--- config.mk ---
export PLATFORM = sky130hd
export DESIGN_NAME = fetch_ctrl
export DESIGN_NICKNAME = d
export VERILOG_FILES = /design/src/rtl/fetch_ctrl.sv
export SDC_FILE = /design/constraint.sdc
export NUM_CORES = 1
export LEC_CHECK = 0
export BUFFER_PORTS_ARGS = -buffer_cell sky130_fd_sc_hd__buf_4
export CAP_MARGIN = 10
export CORE_ASPECT_RATIO = 1.1
export CORE_MARGIN = 2
export CORE_UTILIZATION = 51
export DETAILED_ROUTE_END_ITERATION = 16
export HOLD_SLACK_MARGIN = 0.02
export PLACE_DENSITY = 0.86
export SYNTH_ARGS = -nofsm -noshare
export SYNTH_HDL_FRONTEND = slang
export SYNTH_SLANG_ARGS = --single-unit
--- constraint.sdc ---
create_clock -name clk -period 2.7 [get_ports clk]
set_clock_uncertainty 0.1 [all_clocks]
set_input_delay 0.27 -clock clk [delete_from_list [all_inputs] [get_ports clk]]
set_output_delay 0.27 -clock clk [all_outputs]
set_load 0.005 [all_outputs]
--- src/rtl/fetch_ctrl.sv ---
// Instruction-fetch sequencer: owns the PC, issues one outstanding imem request at a time and fills a single IF slot.
// Optional stall counter output fetch_stall_cnt is built when FETCH_PERF_CNT_EN is defined.
module fetch_ctrl #(
    parameter logic [31:0] RESET_PC = 32'h0000_0000
) (
    input  logic        clk,
    input  logic        reset_n,
    input  logic        redirect_valid,
    input  logic [31:0] redirect_pc,
    input  logic        id_ready,
    output logic        imem_req,
    output logic [31:0] imem_addr,
    input  logic        imem_gnt,
    input  logic        imem_rvalid,
    input  logic [31:0] imem_rdata,
    output logic        if_valid,
    output logic [31:0] if_pc,
    output logic [31:0] if_instr
`ifdef FETCH_PERF_CNT_EN
    ,
    output logic [31:0] fetch_stall_cnt
`endif
);

    // Handshakes: imem request is accepted on a cycle with imem_req && imem_gnt;
    // imem_rvalid returns exactly one response per accepted request, in order.
    // IF slot transfers to decode on a cycle with if_valid && id_ready.

    typedef enum logic [1:0] {
        S_IDLE = 2'd0,
        S_REQ  = 2'd1,
        S_WAIT = 2'd2,
        S_DROP = 2'd3
    } state_t;

    state_t      state_q;
    state_t      state_d;
    logic [31:0] pc_q;
    logic [31:0] req_pc_q;
    logic        slot_free;
    logic        fire;
    logic        load;

    assign slot_free = !if_valid || id_ready;
    assign fire      = imem_req && imem_gnt;
    // A response that arrives together with a redirect is stale and never loads.
    assign load      = (state_q == S_WAIT) && imem_rvalid && !redirect_valid;

    always_ff @(posedge clk or negedge reset_n) begin
        if (!reset_n) begin
            state_q <= S_IDLE;
        end else begin
            state_q <= state_d;
        end
    end

    always_comb begin
        state_d = state_q;
        case (state_q)
            S_IDLE: state_d = S_REQ;
            S_REQ: begin
                if (fire) begin
                    state_d = redirect_valid ? S_DROP : S_WAIT;
                end
            end
            S_WAIT: begin
                if (imem_rvalid) begin
                    state_d = S_REQ;
                end else if (redirect_valid) begin
                    state_d = S_DROP;
                end
            end
            S_DROP: begin
                if (imem_rvalid) begin
                    state_d = S_REQ;
                end
            end
            default: state_d = S_IDLE;
        endcase
    end

    always_comb begin
        imem_req  = (state_q == S_REQ) && slot_free;
        imem_addr = pc_q;
    end

    always_ff @(posedge clk or negedge reset_n) begin
        if (!reset_n) begin
            pc_q     <= RESET_PC;
            req_pc_q <= RESET_PC;
        end else begin
            if (redirect_valid) begin
                pc_q <= {redirect_pc[31:2], 2'b00};
            end else if (fire) begin
                pc_q <= pc_q + 32'd4;
            end
            if (fire) begin
                req_pc_q <= pc_q;
            end
        end
    end

    always_ff @(posedge clk or negedge reset_n) begin
        if (!reset_n) begin
            if_valid <= 1'b0;
            if_pc    <= 32'h0000_0000;
            if_instr <= 32'h0000_0013;
        end else begin
            if (redirect_valid) begin
                if_valid <= 1'b0;
            end else if (load) begin
                if_valid <= 1'b1;
            end else if (id_ready) begin
                if_valid <= 1'b0;
            end
            if (load) begin
                if_pc    <= req_pc_q;
                if_instr <= imem_rdata;
            end
        end
    end

`ifdef FETCH_PERF_CNT_EN
    always_ff @(posedge clk or negedge reset_n) begin
        if (!reset_n) begin
            fetch_stall_cnt <= 32'h0000_0000;
        end else if ((state_q != S_IDLE) && !if_valid && (fetch_stall_cnt != 32'hFFFF_FFFF)) begin
            fetch_stall_cnt <= fetch_stall_cnt + 32'd1;
        end
    end
`endif

endmodule
**Word-level counts from Yosys, hierarchy flattened**

Index checks and enable logic that the tools add are counted.

- Bits in registers: 131
- Input port bits: 70
- Logic and storage cells: 35

- $add $sub $neg: 1
- Eq/ne operators: 6
- Muxes and demuxes: 11
- Reduce and logical (&&, ||, !) cells: 11

Operators by type and width:

| kind | count |
|---|---|
| $mux 32 | 2 |
| $add 32x3->32 const B | 1 |
| $mux 2 | 4 |
| $pmux 2 s4 | 1 |
| $eq 2x2->1 const B | 2 |
| $logic_and 1x1->1 | 4 |
| $mux 1 | 4 |
| $ne 2x2->1 const B | 2 |
| $ne 3x3->1 const B | 1 |
| $reduce_and 3->1 | 1 |
| $reduce_bool 3->1 | 1 |
| $eq 2x1->1 const B | 1 |
| $logic_not 1->1 | 2 |
| $logic_not 2->1 | 1 |
| $reduce_bool 2->1 | 1 |
| $logic_or 1x1->1 | 1 |

**Logic depth before layout (Yosys ltp)**

Gate-level depths: netlist of the first run.

- Word-level depth: 6
- Gate-level depth with buffers: 7
- Mapped depth without buffers: 6

**Least setup slack after synthesis of the first run**

No wires, ideal clock.

- Kind: register to register
- Start: register state_q[1]
- End: register pc_q[15], in the netlist imem_addr[15]
- Library setup time: 82 ps
- Data arrival time: 1,939 ps
- Required time: 2,518 ps
- Slack: 579 ps
- Cell stages (with the launch flop): 7
- Buffers on the path: 0
- Period minus slack after synthesis: 2,121 ps
- Cells stage by stage: dfrtp_1 -> inv_1 -> ha_1 -> nand2_2 -> or3_4 -> or4_2 -> a31oi_1

- Cells in the longest elaborated chain, start to end: 4

Ends and longest elaborated chain:

| element | RTL line | source |
|---|---|---|
| start, declared | 36 | `state_t state_q;` |
| start signal, assigned | 53 | `state_q <= state_d;` |
| $eq 2x1->1 | 83 | `imem_req = (state_q == S_REQ) && slot_free;` |
| $logic_and 1x1->1 | 83 |  |
| $logic_and 1x1->1 | 45 | `assign fire = imem_req && imem_gnt;` |
| $reduce_bool 2->1 (no line) | -- |  |
| end signal, assigned | 93 | `pc_q <= {redirect_pc[31:2], 2'b00};` |
| end signal, assigned | 95 | `pc_q <= pc_q + 32'd4;` |
| end, declared | 38 | `logic [31:0] pc_q;` |

No other way between the ends.
A chain may end at the register's enable or synchronous reset.

**Final worst setup path of the first run**

Ends and elaborated chain as after synthesis.

==> results of run 1 <==
[cells by family (layout without fill, tap and decap cells)]
| group | count (synthesis) | count (layout) | synth area share [%] |
|---|---|---|---|
| fa+ha+maj | 4 | 4 | 0.8905 |
| flops | 125 | 125 | 55.72 |
| compound gates | 61 | 61 | 7.569 |
| xor+xnor | 6 | 6 | 0.9350 |
| mux | 66 | 66 | 13.18 |
| buf+inv | 49 | 270 | 3.718 |
| simple gates | 207 | 207 | 17.92 |
| other cells | 1 | 4 | 0.06672 |
[worst register-to-register path: stages, from the launching register on]
cell and delay (ns):
sky130_fd_sc_hd__dfrtp_1 0.41, sky130_fd_sc_hd__inv_1 0.07, sky130_fd_sc_hd__ha_1 0.25, sky130_fd_sc_hd__nand2_2 0.17, sky130_fd_sc_hd__or3_4 0.49, sky130_fd_sc_hd__or4_2 0.64, sky130_fd_sc_hd__a31oi_1 0.20
[flip-flops by register name (all words and copies together) (netlist names)]
register / flops
if_instr: 32
if_pc: 30
if_valid: 1
imem_addr: 30
req_pc_q: 30
state_q: 2
[routing by layer]
| metal | wire (µm) | part of all wire, % | global-route usage (%) |
|---|---|---|---|
| met5 | 0 | 0 | 0 |
| met4 | 450 | 2.7 | 13.24 |
| met3 | 1011 | 6.1 | 7.456 |
| met1 | 6597 | 40 | 33.90 |
| met2 | 8398 | 51 | 50.44 |
[timing repair]
| item | CTS | global route |
|---|---|---|
| endpoints found under the hold margin | 89 | 0 |
| hold buffers | 53 | 0 |
| setup endpoints to repair | 0 | 0 |
[final cells by class]
cell class	instances	area [µm²]	area share [%]
multi-input cells	348	2293	28.19
well taps	147	183.9	2.260
clock inverters	10	161.4	1.984
inverters	14	52.55	0.6459
flip-flops and latches	125	3132	38.49
clock buffers	22	474.2	5.828
repair buffers	224	1839	22.60
[worst max-delay path by stage]
stage	from	cells past startpoint	slack, ns	end
2_1_floorplan	state_q[1]	6	0.58	imem_addr[15]
3_5_place_dp	state_q[1]	6	0.36	imem_addr[15]
5_1_grt	state_q[1]	6	0.20	imem_addr[15]
6_report	state_q[1]	6	0.29	imem_addr[15]
4_1_cts	state_q[1]	6	0.30	imem_addr[15]
3_3_place_gp	state_q[1]	6	0.42	imem_addr[15]
[where the power goes]
part | leakage [nW] | switching, mW | total (mW) | internal, mW
Combinational | 2.03 | 0.932 | 2.20 | 1.27
Clock | 0.302 | 0.830 | 2.45 | 1.62
Sequential | 1.54 | 0.475 | 3.07 | 2.59
[cell usage in the layout, fill, tap and decap left out, types with 7 or more instances in the layout]
| cell type | n |
|---|---|
| sky130_fd_sc_hd__nand2_1 | 96 |
| sky130_fd_sc_hd__buf_4 | 169 |
| sky130_fd_sc_hd__nor2b_1 | 7 |
| sky130_fd_sc_hd__inv_1 | 14 |
| sky130_fd_sc_hd__dlygate4sd3_1 | 53 |
| sky130_fd_sc_hd__o311ai_0 | 7 |
| sky130_fd_sc_hd__o21ai_0 | 22 |
| sky130_fd_sc_hd__nand4_1 | 14 |
| sky130_fd_sc_hd__nor3_1 | 7 |
| sky130_fd_sc_hd__nand3_1 | 24 |
| sky130_fd_sc_hd__clkbuf_16 | 17 |
| sky130_fd_sc_hd__mux2_2 | 64 |
| sky130_fd_sc_hd__dfrtp_1 | 122 |
| sky130_fd_sc_hd__o31ai_1 | 7 |
| sky130_fd_sc_hd__nor2_1 | 21 |
==> out/metrics.json, run 1 <==
{
  "nFillCells": 713,
  "placement_rows": 40,
  "finalMaxSlewViolations": 0,
  "postCtsSetupRepairBufs": 0,
  "netlist-cell-type-count": 48,
  "detail_route.wl_per_cell_um": 18.49,
  "via_density_per_instance": 5.521,
  "fin_crit_sh_pct": 89.20,
  "synth-main-ff-cell": "sky130_fd_sc_hd__dfrtp_1",
  "synthesis.yosys.warnings": 0,
  "setup_slack_ns": 0.2917,
  "route.vias.total": 4914,
  "syn-instance-count": 519,
  "detail_route.iter0.violations": 344,
  "num-nets-final": 804,
  "antenna_found_initial": 0,
  "total_half_perimeter_wirelength_after_legalization_and_detailed_placement_um": 10100,
  "synth_top_area_cell": "sky130_fd_sc_hd__dfrtp_1",
  "yosys-top-cells-count": "sky130_fd_sc_hd__dfrtp_1 (122), sky130_fd_sc_hd__nand2_1 (97), sky130_fd_sc_hd__mux2_2 (64)",
  "placedCellCount": 805,
  "synth.area.top_cells": "sky130_fd_sc_hd__dfrtp_1 (54%), sky130_fd_sc_hd__mux2_2 (13%), sky130_fd_sc_hd__nand2_1 (6.5%)",
  "grt_setup_unrepaired": "false",
  "hold_path_end": "imem_addr[27]",
  "synthesis.area_um2": 5620,
  "maximum_clock_frequency_ghz": 0.4152,
  "numCtsBuffers": 17,
  "hold_depth": 3,
  "worstPathBufferInverterCount": 1,
  "clockRootBuffer": "sky130_fd_sc_hd__clkbuf_16",
  "tritoncts": "yes",
  "fin_tns_setup_ns": 0,
  "worstHoldStart": "redirect_pc[27]",
  "post_drt_antenna_nets": 0,
  "arrival_ns": 2.64,
  "clk_latency_ns": 0.41,
  "place.gp.congestion": 0.8138,
  "floorplan.die.height_um": 114.1,
  "status": "finished, final reports clean",
  "syn2layout_area_growth_pct": 44.77,
  "final_design_area_no_fill_um2": 8137,
  "antenna_cells": 0,
  "io_pins": 168,
  "worst_path_max_delay_cell": "sky130_fd_sc_hd__or4_2",
  "grt-ovfl-total": 0,
  "grt_start_max_net_pins": 56,
  "crit_type": "reg2reg",
  "holdCritPathClass": "in2reg",
  "crit_required_ns": 2.93,
  "numPortBuffers": 161,
  "drt-pass1-iter-count": 6,
  "die_x_um": 104.1,
  "dr_drc_count": 0,
  "postLayoutCoreUtil_pct": 75.27,
  "synth_top_area_share_pct": 54.32,
  "finalPower_mw": 7.716,
  "synthMostInstantiatedCell": "sky130_fd_sc_hd__dfrtp_1",
  "async_flop_share_pct": 100.0,
  "crit_path_max_incr_delay_ns": 0.63,
  "path_clk_slew_ns": 0.06,
  "worstReg2RegEnd": "imem_addr[15]",
  "post_synth.cell_area_avg_um2": 10.83,
  "powerDensity_nw_per_um2": 948.3,
  "fp.coreArea_um2": 10810,
  "min_period_ns": 2.408,
  "post-place-ws_ns": 0.3633,
  "timing.critical_path.max_delay_family": "simple AND/OR/NAND/NOR gates",
  "placed_area_um2": 6970,
  "max-cap-violations": 0,
  "reg2reg_path_depth": 6,
  "r2r_setup_slk_ns": 0.29,
  "static-leakage-power_nw": 3.880,
  "yosysSeqAreaShare_pct": 55.72,
  "clock_sinks": 125,
  "crit_chain": "inv_1 -> ha_1 -> nand2_2 -> or3_4 -> or4_2 -> a31oi_1",
  "number_of_gates_resized_after_cts": 0,
  "synth-seq-cells": 125,
  "fin_cells": 890,
  "clk_path_buf_depth": 2,
  "die_area_um2": 11880,
  "grt_util_all_layers_pct": 28.94,
  "worst_r2r_startpoint": "state_q[1]",
  "post_route_cells_drive_above_1_share_pct": 37.42,
  "timing.final.hold_violations": 0,
  "synth-edff-count": 0,
  "floorplan.initialDensity_pct": 51.99,
  "hold-worst-slack_ns": 0.03181,
  "first_global_vias": 5192,
  "grt_pass1_wl_um": 26900,
  "h-tree-depth": 4,
  "tightest_slew_ns": 0.6042,
  "worst_slew_margin_rel_pct": 59.57,
  "peakVddDrop_uv": 383.8,
  "timing.critical_path.from_type": "register",
  "drt_wl_total_um": 16460,
  "final-setup-viol-count": 0,
  "worstSetupEndpointType": "register",
  "worst-path-max-fanout": 15
}
No activity file was read; power rests on OpenSTA's default activity.
==> inputs of run 2 (changes only) <==
--- a/config.mk
+++ b/config.mk
@@ -9,10 +9,10 @@
 export CAP_MARGIN = 10
 export CORE_ASPECT_RATIO = 1.1
 export CORE_MARGIN = 2
-export CORE_UTILIZATION = 51
+export CORE_UTILIZATION = 45
 export DETAILED_ROUTE_END_ITERATION = 16
 export HOLD_SLACK_MARGIN = 0.02
-export PLACE_DENSITY = 0.86
+export PLACE_DENSITY = 0.78
 export SYNTH_ARGS = -nofsm -noshare
 export SYNTH_HDL_FRONTEND = slang
 export SYNTH_SLANG_ARGS = --single-unit
==> out/metrics.json, run 2 (synthesized netlist as in run 1, its figures left out) <==
{
  "dr_drc_count": 0,
  "floorplan.initialDensity_pct": 46.50,
  "startpoint": "state_q[1]",
  "arrival_ns": 2.62,
  "timing.critical_path.max_delay_family": "simple AND/OR/NAND/NOR gates",
  "r2r_setup_slk_ns": 0.31,
  "clockRootBuffer": "sky130_fd_sc_hd__clkbuf_16",
  "timing.final.hold_violations": 0,
  "num-nets-final": 804,
  "syn2layout_area_growth_pct": 44.06,
  "detail_route.wl_per_cell_um": 16.79,
  "hold_path_end": "imem_addr[10]",
  "grt_pass1_wl_um": 24180,
  "clock_power_share_pct": 29.9,
  "fin_crit_sh_pct": 88.48,
  "switching_share_pct": 29.19,
  "finalPower_mw": 7.399,
  "crit_type": "reg2reg",
  "clk_latency_ns": 0.41,
  "drt_wl_total_um": 15060,
  "timing.critical_path.from_type": "register",
  "worst_r2r_startpoint": "state_q[1]",
  "grt-ovfl-total": 0,
  "die_x_um": 110.6,
  "internal_power_mw": 5.239,
  "numCtsBuffers": 17,
  "maximum_clock_frequency_ghz": 0.4186,
  "post_route_cells_drive_above_1_share_pct": 37.55,
  "tritoncts": "yes",
  "max-cap-violations": 0,
  "io_pins": 168,
  "fin_cells": 897,
  "clk_path_buf_depth": 2,
  "worstHoldStart": "redirect_pc[10]",
  "worst-path-max-fanout": 15,
  "h-tree-depth": 4,
  "numPortBuffers": 161,
  "detail_route.iter0.violations": 422,
  "fraction_of_power_consumed_by_combinational_cells_pct": 29.2,
  "crit_required_ns": 2.93,
  "worst_path_max_delay_cell": "sky130_fd_sc_hd__or4_2",
  "path_clk_slew_ns": 0.06,
  "grt_setup_unrepaired": "false",
  "crit_chain": "inv_1 -> ha_1 -> nand2_2 -> or3_4 -> or4_2 -> a31oi_1",
  "top_register": "if_instr",
  "hold_depth": 3,
  "antenna_cells": 0,
  "seq_power_share_pct": 40.9,
  "via_density_per_instance": 5.378,
  "reg2reg_path_depth": 6,
  "fin_tns_setup_ns": 0,
  "holdCritPathClass": "in2reg",
  "finalMaxSlewViolations": 0,
  "peakVddDrop_uv": 485.9,
  "clock_sinks": 125,
  "total_half_perimeter_wirelength_after_legalization_and_detailed_placement_um": 9853,
  "grt_start_max_net_pins": 126,
  "place.gp.congestion": 0.8236,
  "grt_util_all_layers_pct": 22.74,
  "route.vias.total": 4824,
  "first_global_vias": 4716,
  "status": "finished, final reports clean",
  "multiInputGateArea_um2": 2293,
  "tightest_slew_ns": 0.7026,
  "postCtsSetupRepairBufs": 0,
  "static-leakage-power_nw": 3.855,
  "final-setup-viol-count": 0,
  "layout.area.seq_um2": 3132,
  "placedCellCount": 811,
  "placement_rows": 42,
  "crit_path_max_incr_delay_ns": 0.64,
  "post_drt_antenna_nets": 0,
  "most-common-layout-cells": "sky130_fd_sc_hd__buf_4 (168), sky130_fd_sc_hd__dfrtp_1 (122), sky130_fd_sc_hd__nand2_1 (96)",
  "nFillCells": 919,
  "worstSetupEndpointType": "register",
  "drt-pass1-iter-count": 5,
  "mostFrequentLayoutCell": "sky130_fd_sc_hd__buf_4",
  "floorplan.die.height_um": 121.2,
  "worstReg2RegEnd": "imem_addr[15]",
  "powerDensity_nw_per_um2": 913.9,
  "die_area_um2": 13400,
  "largest_reg_flops": 32,
  "power_switching_mw": 2.160,
  "min_period_ns": 2.389,
  "worst_slew_margin_rel_pct": 52.99,
  "fp.coreArea_um2": 12090,
  "worstPathBufferInverterCount": 1,
  "antenna_found_initial": 0
}
[run 2: power groups by stage]
stage	registers (mW)	clock network [mW]	logic (mW)
floorplan	2.99	0	0.965
global placement	2.99	0	2.02
detailed placement	3.05	0	2.10
CTS	3.01	2.25	2.18
global route	3.11	2.35	2.36
finish	3.03	2.21	2.16
[run 2: how the worst max path moves through the flow]
stage	to	cells after the start
global route	imem_addr[24]	6
global placement	imem_addr[15]	6
finish	imem_addr[15]	6
CTS	imem_addr[15]	6
detailed placement	imem_addr[15]	6
floorplan	imem_addr[15]	6
[run 2: final cells by class]
cell class	count	share of cell area, %
multi-input combinational	348	28.33
tap	154	2.380
clock inverter	14	1.793
inverter	14	0.6490
clock buffer	18	5.424
timing repair buffer	224	22.75
sequential	125	38.68
[run 2: layer usage]
layer | share of wire (%) | global-route usage [%] | vias up
met2 | 50 | 38.54 | 219
li1 | - | - | 2264
met1 | 43 | 29.46 | 2321
met4 | 1.4 | 6.172 | 0
met5 | 0 | 0 | -
met3 | 6.2 | 5.495 | 20
[run 2: what timing repair did]
item,4_1_cts,5_1_grt
gates resized for setup,0,0
hold buffers,54,0
hold endpoints to repair,175,0
[run 2: tightest hold or removal path, stage by stage]
cell,delay [ns]
sky130_fd_sc_hd__buf_4,0.08
sky130_fd_sc_hd__nor2_1,0.03
sky130_fd_sc_hd__a31oi_1,0.12
[run 2: stage by stage]
stage | area (µm²) | hold WS, ns | setup slack, ns | util (%)
finish | 8097 | 0.02969 | 0.3111 | 66.99
global route | 8097 | 0.02662 | 0.1639 | 66.99
CTS | 8097 | 0.02077 | 0.3177 | 66.99
detailed placement | 6972 | 0.3314 | 0.3393 | 57.68
global placement | 6972 | 0.3115 | 0.4119 | 57.68
floorplan | 5632 | -0.1256 | 0.5795 | -
